--- config.mk ---
export PLATFORM = sky130hd
export DESIGN_NAME = adc_capture_ctrl_flat
export DESIGN_NICKNAME = d
export VERILOG_FILES = /design/src/rtl/adc_capture_pkg.sv /design/src/rtl/adc_capture_ctrl_if.sv /design/src/rtl/trig_edge.sv /design/src/rtl/adc_capture_ctrl.sv /design/src/flat_wrapper.sv
export SDC_FILE = /design/constraint.sdc
export NUM_CORES = 1
export LEC_CHECK = 0
export BUFFER_PORTS_ARGS = -buffer_cell sky130_fd_sc_hd__buf_4
export CAP_MARGIN = 20
export CORE_ASPECT_RATIO = 1.2
export CORE_UTILIZATION = 50
export CTS_CLUSTER_SIZE = 16
export DETAILED_ROUTE_END_ITERATION = 7
export GPL_ROUTABILITY_DRIVEN = 0
export GPL_TIMING_DRIVEN = 0
export HOLD_SLACK_MARGIN = 0.08
export PLACE_DENSITY = 0.82
export SLEW_MARGIN = 20
export SYNTH_ARGS = -nofsm -noshare
export SYNTH_HDL_FRONTEND = slang
export SYNTH_HIERARCHICAL = 1
export SYNTH_SLANG_ARGS = --single-unit
--- constraint.sdc ---
create_clock -name clk -period 4.1 [get_ports clk]
set_clock_uncertainty 0.05 [all_clocks]
set_input_delay 0.615 -clock clk [delete_from_list [all_inputs] [get_ports clk]]
set_output_delay 0.615 -clock clk [all_outputs]
set_load 0.1 [all_outputs]
--- src/rtl/adc_capture_pkg.sv ---
`default_nettype none
// ============================================================================
// adc_capture_pkg : shared types and constants for the ADC capture controller
// Rev 1.0
// ============================================================================
package adc_capture_pkg;

    localparam int FRAME_CNT_W = 16;

    // Header word layout: the frame counter occupies bits upward from this LSB.
    localparam int HDR_CNT_LSB = 0;

    typedef enum logic [3:0] {
        S_IDLE    = 4'b0001,
        S_ARMED   = 4'b0010,
        S_CAPTURE = 4'b0100,
        S_DRAIN   = 4'b1000
    } state_t;

    function automatic logic [31:0] hdr_field(input logic [FRAME_CNT_W-1:0] cnt);
        return 32'(cnt) << HDR_CNT_LSB;
    endfunction

endpackage
`default_nettype wire

--- src/rtl/adc_capture_ctrl_if.sv ---
`default_nettype none
// ============================================================================
// adc_capture_ctrl_if : ADC stream in / FIFO write port bundle
// Rev 1.0
// ============================================================================
interface adc_capture_ctrl_if #(
    parameter int DATA_W = 16
);
    logic              adc_valid;
    logic [DATA_W-1:0] adc_data;
    logic              full;
    logic              empty;
    logic              wr_en;
    logic [DATA_W-1:0] wr_data;

    modport master (
        input  adc_valid, adc_data, full, empty,
        output wr_en, wr_data
    );

    modport slave (
        output adc_valid, adc_data, full, empty,
        input  wr_en, wr_data
    );
endinterface
`default_nettype wire

--- src/rtl/trig_edge.sv ---
`default_nettype none
// ============================================================================
// trig_edge : rising-edge detector on trig, one-cycle pulse on the edge cycle
// Rev 1.0
// ============================================================================
module trig_edge (
    input  logic clk,
    input  logic rstn,
    input  logic trig,
    output logic rise
);
    logic r_trig_d;

    always_ff @(posedge clk) begin
        if (!rstn) r_trig_d <= 1'b0;
        else       r_trig_d <= trig;
    end

    assign rise = trig & ~r_trig_d;
endmodule
`default_nettype wire

--- src/rtl/adc_capture_ctrl.sv ---
`default_nettype none
// ============================================================================
// adc_capture_ctrl : triggered one-frame ADC capture into the sample FIFO
// Option ADC_CAPTURE_HEADER_EN: first word of each frame is the frame count.
// Rev 1.0
// ============================================================================
module adc_capture_ctrl
    import adc_capture_pkg::*;
#(
    parameter int DATA_W  = 16,
    parameter int SAMPLES = 1024,
    parameter int CNT_W   = $clog2(SAMPLES + 1)
) (
    input  logic                   clk,
    input  logic                   rstn,
    input  logic                   arm,
    input  logic                   trig,
    adc_capture_ctrl_if.master     bus,
    output logic                   capturing,
    output logic [FRAME_CNT_W-1:0] frame_cnt,
    output logic                   overflow
);
    state_t                 r_state, w_state_nxt;
    logic [CNT_W-1:0]       r_word_cnt, w_word_cnt_nxt;
    logic                   r_seen_data, w_seen_data_nxt;
    logic                   r_wr_en, w_wr_en_nxt;
    logic [DATA_W-1:0]      r_wr_data, w_wr_data_nxt;
    logic [FRAME_CNT_W-1:0] r_frame_cnt, w_frame_cnt_nxt;
    logic                   r_overflow, w_overflow_nxt;
    logic                   w_trig_rise;
    logic                   w_take;
    logic [DATA_W-1:0]      w_word;

    trig_edge u_trig_edge (
        .clk  (clk),
        .rstn (rstn),
        .trig (trig),
        .rise (w_trig_rise)
    );

`ifdef ADC_CAPTURE_HEADER_EN
    logic              r_hdr_pending, w_hdr_pending_nxt;
    logic [DATA_W-1:0] w_hdr_word;

    // Header goes out on the first CAPTURE cycle regardless of adc_valid.
    assign w_hdr_word = DATA_W'(hdr_field(r_frame_cnt));
    assign w_take     = r_hdr_pending | bus.adc_valid;
    assign w_word     = r_hdr_pending ? w_hdr_word : bus.adc_data;
`else
    assign w_take     = bus.adc_valid;
    assign w_word     = bus.adc_data;
`endif

    always_comb begin
        w_state_nxt     = r_state;
        w_word_cnt_nxt  = r_word_cnt;
        w_seen_data_nxt = r_seen_data;
        w_wr_en_nxt     = 1'b0;
        w_wr_data_nxt   = r_wr_data;
        w_frame_cnt_nxt = r_frame_cnt;
        w_overflow_nxt  = r_overflow;
`ifdef ADC_CAPTURE_HEADER_EN
        w_hdr_pending_nxt = r_hdr_pending;
`endif
        case (r_state)
            S_IDLE: begin
                if (arm) w_state_nxt = S_ARMED;
            end
            S_ARMED: begin
                if (!arm) begin
                    w_state_nxt = S_IDLE;
                end else if (w_trig_rise) begin
                    w_state_nxt     = S_CAPTURE;
                    w_word_cnt_nxt  = '0;
                    w_seen_data_nxt = 1'b0;
`ifdef ADC_CAPTURE_HEADER_EN
                    w_hdr_pending_nxt = 1'b1;
`endif
                end
            end
            S_CAPTURE: begin
                if (!bus.empty) w_seen_data_nxt = 1'b1;
`ifdef ADC_CAPTURE_HEADER_EN
                w_hdr_pending_nxt = 1'b0;
`endif
                if (w_take) begin
                    if (bus.full) begin
                        w_overflow_nxt = 1'b1;
                        w_state_nxt    = S_DRAIN;
                    end else begin
                        w_wr_en_nxt    = 1'b1;
                        w_wr_data_nxt  = w_word;
                        w_word_cnt_nxt = r_word_cnt + CNT_W'(1);
                        if (r_word_cnt == CNT_W'(SAMPLES - 1)) begin
                            w_frame_cnt_nxt = r_frame_cnt + FRAME_CNT_W'(1);
                            w_state_nxt     = S_DRAIN;
                        end
                    end
                end
            end
            S_DRAIN: begin
                if (!bus.empty) w_seen_data_nxt = 1'b1;
                // A stale empty from before the frame landed must not end the drain.
                if (bus.empty && r_seen_data)
                    w_state_nxt = arm ? S_ARMED : S_IDLE;
            end
            default: w_state_nxt = S_IDLE;
        endcase
    end

    always_ff @(posedge clk) begin
        if (!rstn) begin
            r_state     <= S_IDLE;
            r_word_cnt  <= '0;
            r_seen_data <= 1'b0;
            r_wr_en     <= 1'b0;
            r_wr_data   <= '0;
            r_frame_cnt <= '0;
            r_overflow  <= 1'b0;
`ifdef ADC_CAPTURE_HEADER_EN
            r_hdr_pending <= 1'b0;
`endif
        end else begin
            r_state     <= w_state_nxt;
            r_word_cnt  <= w_word_cnt_nxt;
            r_seen_data <= w_seen_data_nxt;
            r_wr_en     <= w_wr_en_nxt;
            r_wr_data   <= w_wr_data_nxt;
            r_frame_cnt <= w_frame_cnt_nxt;
            r_overflow  <= w_overflow_nxt;
`ifdef ADC_CAPTURE_HEADER_EN
            r_hdr_pending <= w_hdr_pending_nxt;
`endif
        end
    end

    assign bus.wr_en   = r_wr_en;
    assign bus.wr_data = r_wr_data;
    assign capturing   = (r_state == S_CAPTURE);
    assign frame_cnt   = r_frame_cnt;
    assign overflow    = r_overflow;
endmodule
`default_nettype wire

--- src/flat_wrapper.sv ---
// flat-port wrapper written by rule: the top's interface ports become plain ports
module adc_capture_ctrl_flat import adc_capture_pkg::*;
#(
    parameter int DATA_W  = 16,
    parameter int SAMPLES = 1024,
    parameter int CNT_W   = $clog2(SAMPLES + 1)
)
  (clk, rstn, arm, trig, capturing, frame_cnt, overflow, bus_adc_valid, bus_adc_data, bus_full, bus_empty, bus_wr_en, bus_wr_data);
  adc_capture_ctrl_if #(.DATA_W(DATA_W)) bus_i ();
  input  logic clk;
  input  logic rstn;
  input  logic arm;
  input  logic trig;
  output logic capturing;
  output logic [FRAME_CNT_W-1:0] frame_cnt;
  output logic overflow;
  input wire logic [$bits(bus_i.adc_valid)-1:0] bus_adc_valid;
  input wire logic [$bits(bus_i.adc_data)-1:0] bus_adc_data;
  input wire logic [$bits(bus_i.full)-1:0] bus_full;
  input wire logic [$bits(bus_i.empty)-1:0] bus_empty;
  output wire logic [$bits(bus_i.wr_en)-1:0] bus_wr_en;
  output wire logic [$bits(bus_i.wr_data)-1:0] bus_wr_data;
  assign bus_i.adc_valid = bus_adc_valid;
  assign bus_i.adc_data = bus_adc_data;
  assign bus_i.full = bus_full;
  assign bus_i.empty = bus_empty;
  assign bus_wr_en = bus_i.wr_en;
  assign bus_wr_data = bus_i.wr_data;
  adc_capture_ctrl #(.DATA_W(DATA_W), .SAMPLES(SAMPLES), .CNT_W(CNT_W)) u_core (.clk(clk), .rstn(rstn), .arm(arm), .trig(trig), .bus(bus_i), .capturing(capturing), .frame_cnt(frame_cnt), .overflow(overflow));
endmodule
==> results of run 1 <==
==> placed cells by master, fill, tap and decap left out, drive strengths merged, types with 2 or more instances in the layout <==
cell and n:
or3 6, mux2i 4, buf 65, ha 2
nor2b 4, or4 10, nand2 46, clkbuf 17
a21oi 33, o41ai 9, a21o 2, nand3 9
nand2b 9, o311ai 9, and2 5, o21a 3
nor4b 2, nor3 2, and4 3, o31ai 9
dfxtp 51, a22oi 2, o21ai 6, and3 2
inv 9, nor2 9, nor4 2, nand4 5
==> area by class of cell <==
cell class,instances,area [um2],area share [%]
buffer,18,75.1,2.52
clock buffer,7,96.3,3.24
clock inverter,1,7.51,0.252
inverter,9,33.8,1.13
multi-input combinational,203,1240,41.8
sequential,51,1020,34.3
tap,58,72.6,2.44
timing repair buffer,57,428,14.4
==> worst max-delay path: cells and delay by family, from the launching register on <==
kind / cells / cell delay (ns)
simple gates: 1 / 0.59
buf+inv: 2 / 0.57
flops: 1 / 0.30
==> flip-flops by register name (all words and copies together), names as in the netlist <==
| name | count |
|---|---|
| u_core/bus.wr_data | 16 |
| u_core/bus.wr_en | 1 |
| u_core/frame_cnt | 16 |
| u_core/overflow | 1 |
| u_core/r_seen_data | 1 |
| u_core/r_state | 4 |
| u_core/r_word_cnt | 11 |
| u_core/u_trig_edge/r_trig_d | 1 |
==> layer usage <==
| layer | GRT usage (%) | routed length [um] | vias to the layer above |
|---|---|---|---|
| met5 | 0 | 0 | - |
| met4 | 8.22 | 79 | 0 |
| met3 | 5.15 | 246 | 7 |
| met2 | 41.3 | 2790 | 66 |
| met1 | 25.6 | 2420 | 1121 |
| li1 | - | - | 1164 |
==> stage by stage <==
| step | cell area, um2 | hold slack, ns | setup WS [ns] | power (mW) | utilization [%] |
|---|---|---|---|---|---|
| after global placement | 2870 | 0.393 | 1.76 | 0.635 | 63.0 |
| after floorplan | 2370 | 0.390 | 1.27 | 0.603 | - |
| after CTS | 2980 | 0.415 | 1.66 | 0.951 | 65.3 |
| after global routing | 2980 | 0.433 | 1.57 | 0.993 | 65.3 |
| final | 2980 | 0.410 | 1.67 | 0.947 | 65.3 |
| after detailed placement | 2870 | 0.402 | 1.73 | 0.638 | 63.0 |
==> cells by family (layout without fill, tap and decap cells) <==
| kind of cell | Yosys count | in the layout | share of synthesized area [%] |
|---|---|---|---|
| DFF | 51 | 51 | 43.0 |
| muxes | 4 | 4 | 1.69 |
| and+or+nand+nor | 118 | 118 | 27.5 |
| buffers and inverters | 27 | 92 | 4.59 |
| AOI/OAI and AO/OA | 78 | 78 | 21.8 |
| xor gates and xnor gates | 1 | 1 | 0.369 |
| adders and majority gates | 2 | 2 | 1.05 |
==> power groups by stage <==
stage / combinational (mW) / clock [mW] / sequential, mW
2_1_floorplan: 0.0780 / 0 / 0.525
3_3_place_gp: 0.110 / 0 / 0.526
3_5_place_dp: 0.112 / 0 / 0.526
4_1_cts: 0.113 / 0.325 / 0.514
5_1_grt: 0.125 / 0.351 / 0.516
6_report: 0.114 / 0.319 / 0.514
==> worst paths after layout <==
path | startpoint | to | cells after the start
worst max-delay path | u_core/r_state[1] | capturing | 3
worst max register to register | u_core/r_state[1] | u_core/frame_cnt[13] | 6
worst min-delay path | u_core/bus.wr_data[8] | u_core/bus.wr_data[8] | 2
worst min register to register | u_core/bus.wr_data[8] | u_core/bus.wr_data[8] | 2
==> impl_metrics.env, run 1 <==
export IMPL_status="finished, final reports clean"
export IMPL_dpl_hpwl_um=4040
export IMPL_p_seq_share_pct=54.3
export IMPL_r2r_slack_ns=1.83
export IMPL_fill_cells=421
export IMPL_synth_nets=306
export IMPL_max_vdd_ir_drop_mv=0.227
export IMPL_cp_slowest_cell="nor4b_4"
export IMPL_critPathRequiredTime_ns=3.43
export IMPL_p_per_area_nw_per_um2=318
export IMPL_drcViolationCount=0
export IMPL_first_pass_iters=4
export IMPL_die_y_um=77.5
export IMPL_postRouteAntennaNets=0
export IMPL_track_usage_pct=22.9
export IMPL_cts_clk_slew_worst_paths_ns=0.09
export IMPL_synth_seq_cells=51
export IMPL_synth_most_common_cell="dfxtp_1"
export IMPL_finalCritPeriodShare_pct=59.2
export IMPL_avgSynthCellArea_um2=8.45
export IMPL_swShare_pct=25.0
export IMPL_post_cts_setup_buffer_count=0
export IMPL_netlist_top_cells_count="51 x dfxtp_1, 46 x nand2_1, 33 x a21oi_1, 10 x clkbuf_1, 10 x or4_1"
export IMPL_cp_max_fo=10
export IMPL_post_drt_wl_per_cell_um=13.7
export IMPL_initial_core_util_pct=52.0
export IMPL_cts_sinks=51
export IMPL_ios=58
export IMPL_dr_first_iter_drc_count=300
export IMPL_cts_resized=0
export IMPL_fmax_mhz=412
export IMPL_path_cells="buf_2 > nor4b_4 > buf_4"
export IMPL_yosys_warnings=6
export IMPL_layout_drive_gt1_share_pct=22.3
export IMPL_cts_made_buffers=5
export IMPL_portBuffers=57
export IMPL_slew_viol_final=0
export IMPL_cp_end_kind="output pin"
export IMPL_htree_levels=2
export IMPL_relSlewSlack_pct=61.1
export IMPL_setup_tns_ns=0
export IMPL_worstMarginPinSlew_ns=0.581
export IMPL_final_cells=404
export IMPL_syn_area_um2=2370
export IMPL_n_antenna_cell=0
export IMPL_hold_violations=0
export IMPL_cp_arrival_ns=1.76
export IMPL_antenna_found_initial=0
export IMPL_coreArea_um2=4560
export IMPL_clkPwrFrac_pct=33.7
export IMPL_clockBufferDepth=2
export IMPL_period_minus_slack_ns=2.43
export IMPL_clock_latency_ns=0.31
export IMPL_yosys_area_top_type_share_pct=43.0
export IMPL_rows=27
export IMPL_ys_flop_type="dfxtp_1"
export IMPL_setup_violations=0
export IMPL_cts_tree="yes"
export IMPL_nets=370
export IMPL_yosysTopAreaCell="dfxtp_1"
export IMPL_combPwrFrac_pct=12.0
export IMPL_cp_slowest_stage_delay_ns=0.59
export IMPL_die_w_um=64.9
export IMPL_vias=2358
export IMPL_dpl_cell_count=396
export IMPL_drv_cap=0
export IMPL_internal_power_uw=710
export IMPL_synth_cells=281
export IMPL_hold_class="register to register"
export IMPL_grt_pass1_wl_um=9180
export IMPL_routed_wl_um=5540
export IMPL_path_class="register to output pin"
export IMPL_root_buffer="clkbuf_8"
export IMPL_viasPerCell=5.84
export IMPL_grt_pass1_vias=2113
export IMPL_rsz0062_at_grt="no"
export IMPL_p_leak_nw=1.11
export IMPL_grt_start_max_net_pins=16
export IMPL_ys_types=44
export IMPL_async_flop_share_pct=0
export IMPL_die_area_um2=5030
export IMPL_synth_edf_count=0
export IMPL_switchingPower_uw=237
export IMPL_netlist_top_cells_area="dfxtp_1 43%, nand2_1 7.3%, a21oi_1 7.0%"
export IMPL_ys_seq_area_share_pct=43.0
export IMPL_cts_hold_fix_buffers=0
export IMPL_grt_ovfl_total=0
export IMPL_area_growth_pct=25.5
export IMPL_critPathLaunchType="register"
(Power assumes the default switching activity.)
==> run 2, diff against run 1 <==
- clock period: 4.1 -> 2.3 ns (I/O delays scaled with it)
==> run 2 against run 1 <==
Effect of this change:
- wire length is 0.87% higher
- largest cell class unchanged
- sequential share of layout area decreased by 0.76 points
- clock-buffer cell count shrank 1
- critical path type is now register to register
- design area up 2.3%
- flip-flop and latch count did not move
==> impl_metrics.env, run 2 (synthesis gave the netlist of run 1 again) <==
export IMPL_die_y_um=77.5
export IMPL_setup_violations=0
export IMPL_critPathLaunchType="register"
export IMPL_final_cell_mix="60 x buf_4, 51 x dfxtp_1, 46 x nand2_1"
export IMPL_clockBufferDepth=2
export IMPL_status="finished, final reports clean"
export IMPL_slew_viol_final=0
export IMPL_area_growth_pct=28.3
export IMPL_cp_end_kind="register"
export IMPL_routed_wl_um=5590
export IMPL_nets=372
export IMPL_final_seq_area_um2=1020
export IMPL_cts_hold_fix_buffers=0
export IMPL_fmax_mhz=503
export IMPL_layout_drive_gt1_share_pct=24.1
export IMPL_dpl_instance_area_um2=2910
export IMPL_fill_cells=396
export IMPL_drcViolationCount=0
export IMPL_period_minus_slack_ns=1.99
export IMPL_finalPower_mw=1.78
export IMPL_hold_class="input port to register"
export IMPL_cp_arrival_ns=2.18
export IMPL_max_vdd_ir_drop_mv=0.443
export IMPL_rsz0062_at_grt="no"
export IMPL_drv_cap=0
export IMPL_wl_met2_um=2830
export IMPL_p_leak_nw=1.15
export IMPL_postRouteAntennaNets=0
export IMPL_rows=27
export IMPL_cts_tree="yes"
export IMPL_worst_slack_ns=0.311
export IMPL_met3WireLength_um=200
export IMPL_crit_family="simple AND/OR/NAND/NOR gates"
export IMPL_cp_slowest_cell="or4_1"
export IMPL_n_antenna_cell=0
export IMPL_die_area_um2=5030
export IMPL_ios=58
export IMPL_cp_depth=6
export IMPL_track_usage_pct=23.6
export IMPL_layout_commonest_cell="buf_4"
export IMPL_multi_input_area_um2=1240
export IMPL_met1Wirelength_um=2490
export IMPL_viasPerCell=5.77
export IMPL_path_cells="nor2b_1 > clkbuf_1 > a22oi_2 > buf_4 > or4_1 > a21oi_1"
export IMPL_initial_core_util_pct=52.0
export IMPL_final_area_um2=3050
export IMPL_r2r_slack_ns=0.31
export IMPL_portBuffers=57
export IMPL_relSlewSlack_pct=68.3
export IMPL_cts_sinks=51
export IMPL_die_w_um=64.9
export IMPL_cts_made_buffers=5
export IMPL_post_drt_wl_per_cell_um=13.8
export IMPL_dpl_hpwl_um=4070
export IMPL_r2r_end="u_core/r_word_cnt[7]"
export IMPL_grt_ovfl_total=0
export IMPL_grt_start_max_net_pins=16
export IMPL_reg2reg_depth=6
export IMPL_antenna_found_initial=0
export IMPL_cp_endpoint="u_core/r_word_cnt[7]"
export IMPL_crit_path_start="u_core/r_state[0]"
export IMPL_cp_slowest_stage_delay_ns=0.51
export IMPL_post_cts_setup_buffer_count=0
export IMPL_first_pass_iters=4
export IMPL_finalCritPeriodShare_pct=86.5
export IMPL_cp_max_fo=10
export IMPL_root_buffer="clkbuf_8"
export IMPL_htree_levels=2
export IMPL_crit_buf_inv=2
export IMPL_timing_rr_start="u_core/r_state[0]"
export IMPL_highest_layer="met4"
export IMPL_clock_latency_ns=0.30
export IMPL_worstMarginPinSlew_ns=0.476
export IMPL_critPathRequiredTime_ns=2.49
export IMPL_dr_first_iter_drc_count=226
export IMPL_final_util_pct=66.8
export IMPL_p_per_area_nw_per_um2=584
export IMPL_hold_violations=0
export IMPL_vias=2344
export IMPL_dp_slack_ns=0.0831
export IMPL_grt_pass1_vias=2121
export IMPL_path_class="register to register"
export IMPL_cts_clk_slew_worst_paths_ns=0.09
export IMPL_grt_pass1_wl_um=9540
export IMPL_coreArea_um2=4560
export IMPL_cts_resized=0
export IMPL_setup_tns_ns=0
-- run 2: cell count changes in the layout (fill, tap and decap cells not counted), sizes merged --
cell and delta:
clkinv +1, clkinvlp -1, buf +2, clkbuf -1, bufinv +1
-- run 2: worst min path at each step --
stage                                startpoint  slack [ns]  cells past startpoint                     endpoint
after global routing                       trig        0.20                      2  u_core/u_trig_edge/r_trig_d
after detailed placement  u_core/bus.wr_data[8]        0.40                      2        u_core/bus.wr_data[8]
after CTS                                  trig        0.20                      2  u_core/u_trig_edge/r_trig_d
final                                      trig        0.20                      2  u_core/u_trig_edge/r_trig_d
after floorplan              u_core/r_seen_data        0.39                      1           u_core/r_seen_data
after global placement    u_core/bus.wr_data[5]        0.39                      2        u_core/bus.wr_data[5]
-- run 2: layout make-up --
type	instances	area share (%)
multi-input combinational	203	40.8
sequential	51	33.5
timing repair buffer	59	14.5
buffer	18	3.74
clock buffer	6	2.71
tap	58	2.38
clock inverter	2	1.15
inverter	9	1.11
-- run 2: through the flow --
| step | std cells | hold WS (ns) |
|---|---|---|
| 2_1_floorplan | 281 | 0.390 |
| 3_3_place_gp | 396 | 0.393 |
| 3_5_place_dp | 396 | 0.399 |
| 4_1_cts | 404 | 0.200 |
| 5_1_grt | 406 | 0.201 |
| 6_report | 406 | 0.202 |
-- run 2: power breakdown --
| part | internal [mW] | total, mW | switching, mW |
|---|---|---|---|
| combinational | 0.103 | 0.213 | 0.110 |
| clock | 0.352 | 0.645 | 0.293 |
| sequential | 0.900 | 0.920 | 0.0199 |
| total | 1.36 | 1.78 | 0.423 |
-- run 2: routing by layer --
layer | global-route usage [%] | up-vias
met5 | 0 | -
met2 | 40.4 | 54
met3 | 4.41 | 7
li1 | - | 1167
met4 | 8.00 | 0
met1 | 29.2 | 1116
==> run 3, diff against run 2 <==
- PLACE_DENSITY: 0.82 -> not set
- PLACE_DENSITY_LB_ADDON: not set -> 0.05
==> run 3 against run 2 <==
Effect of this change:
- global-route usage is 0.50 points lower
- setup slack worse by 0.019 ns
- sequential share of layout area stayed put
- critical path depth stayed put
- via count is 0.85% lower
- non-clock buffer count stayed put
- sequential power hardly changed
- total power is 0.48% higher
- largest power group unchanged
==> impl_metrics.env, run 3 (synthesis gave the netlist of run 1 again) <==
export IMPL_first_pass_iters=4
export IMPL_final_util_pct=66.8
export IMPL_cp_end_kind="register"
export IMPL_die_w_um=64.9
export IMPL_n_antenna_cell=0
export IMPL_path_class="register to register"
export IMPL_worstMarginPinSlew_ns=0.468
export IMPL_postRouteAntennaNets=0
export IMPL_grt_start_max_net_pins=16
export IMPL_grt_pass1_wl_um=9270
export IMPL_slew_viol_final=0
export IMPL_fill_cells=436
export IMPL_multi_input_area_um2=1240
export IMPL_track_usage_pct=23.1
export IMPL_grt_ovfl_total=0
export IMPL_drcViolationCount=0
export IMPL_fmax_mhz=498
export IMPL_cp_arrival_ns=2.20
export IMPL_clock_latency_ns=0.31
export IMPL_crit_buf_inv=2
export IMPL_htree_levels=2
export IMPL_portBuffers=57
export IMPL_cts_tree="yes"
export IMPL_setup_violations=0
export IMPL_viasPerCell=5.72
export IMPL_hold_violations=0
export IMPL_clockBufferDepth=2
export IMPL_drv_cap=0
export IMPL_path_cells="nor2b_1 > clkbuf_1 > a22oi_2 > buf_4 > or4_1 > a21oi_1"
export IMPL_dpl_cell_count=396
export IMPL_ios=58
export IMPL_setup_tns_ns=0
export IMPL_layout_drive_gt1_share_pct=24.1
export IMPL_finalPower_mw=1.79
export IMPL_dpl_hpwl_um=4010
export IMPL_p_leak_nw=1.15
export IMPL_final_cell_mix="60 x buf_4, 51 x dfxtp_1, 46 x nand2_1"
export IMPL_critPathRequiredTime_ns=2.49
export IMPL_vias=2324
export IMPL_period_minus_slack_ns=2.01
export IMPL_final_cells=406
export IMPL_initial_core_util_pct=52.0
export IMPL_critPathLaunchType="register"
export IMPL_post_drt_wl_per_cell_um=14.0
export IMPL_nets=372
export IMPL_dpl_instance_area_um2=2910
export IMPL_final_seq_area_um2=1020
export IMPL_cts_sinks=51
export IMPL_grt_pass1_vias=2041
export IMPL_cp_max_fo=10
export IMPL_crit_family="simple AND/OR/NAND/NOR gates"
export IMPL_root_buffer="clkbuf_8"
export IMPL_status="finished, final reports clean"
export IMPL_routed_wl_um=5670
export IMPL_cp_slowest_cell="or4_1"
export IMPL_cts_clk_slew_worst_paths_ns=0.09
export IMPL_rows=27
export IMPL_finalCritPeriodShare_pct=87.3
export IMPL_rsz0062_at_grt="no"
export IMPL_cp_slowest_stage_delay_ns=0.51
export IMPL_coreArea_um2=4560
export IMPL_layout_commonest_cell="buf_4"
export IMPL_die_area_um2=5030
export IMPL_cts_made_buffers=5
export IMPL_p_per_area_nw_per_um2=587
export IMPL_die_y_um=77.5
export IMPL_antenna_found_initial=0
export IMPL_dr_first_iter_drc_count=168
export IMPL_area_growth_pct=28.3
export IMPL_hold_class="input port to register"
export IMPL_relSlewSlack_pct=68.8
export IMPL_final_area_um2=3050
export IMPL_max_vdd_ir_drop_mv=0.339
run 3: timing repair:
action	4_1_cts	5_1_grt
setup endpoints to repair	0	15
resized for setup	0	0
hold buffers	0	0
buffers inserted	0	2
run 3: final timing paths:
path	from	endpoint	slack, ns	cells after the start
worst min-delay path	trig	u_core/u_trig_edge/r_trig_d	0.20	2
worst min register to register	u_core/bus.wr_data[7]	u_core/bus.wr_data[7]	0.41	2
worst max-delay path	u_core/r_state[0]	u_core/r_word_cnt[7]	0.29	6
worst max register to register	u_core/r_state[0]	u_core/r_word_cnt[7]	0.29	6
run 3: stage by stage:
stage / hold slack, ns / setup WS, ns
6_report: 0.200 / 0.292
3_5_place_dp: 0.401 / 0.109
3_3_place_gp: 0.392 / 0.120
2_1_floorplan: 0.390 / -0.487
4_1_cts: 0.197 / 0.0928
5_1_grt: 0.194 / 0.127
run 3: per-layer routing:
layer / GRT usage, % / routed length (um) / vias up
li1: - / - / 1169
met1: 28.5 / 2530 / 1098
met2: 39.2 / 2840 / 51
met3: 5.74 / 232 / 6
met4: 6.67 / 68 / 0
met5: 0 / 0 / -
run 3: report_power, final:
part | switching [mW] | total [mW] | internal [mW]
clock network | 0.299 | 0.651 | 0.352
registers | 0.0201 | 0.921 | 0.900
logic | 0.112 | 0.215 | 0.103
total | 0.431 | 1.79 | 1.36
run 3: area by class of cell:
cell class	instances	area share, %
clock buffer	6	2.71
inverter	9	1.11
timing repair buffer	59	14.5
multi-input combinational	203	40.8
tap	58	2.38
buffer	18	3.74
sequential	51	33.5
clock inverter	2	1.15
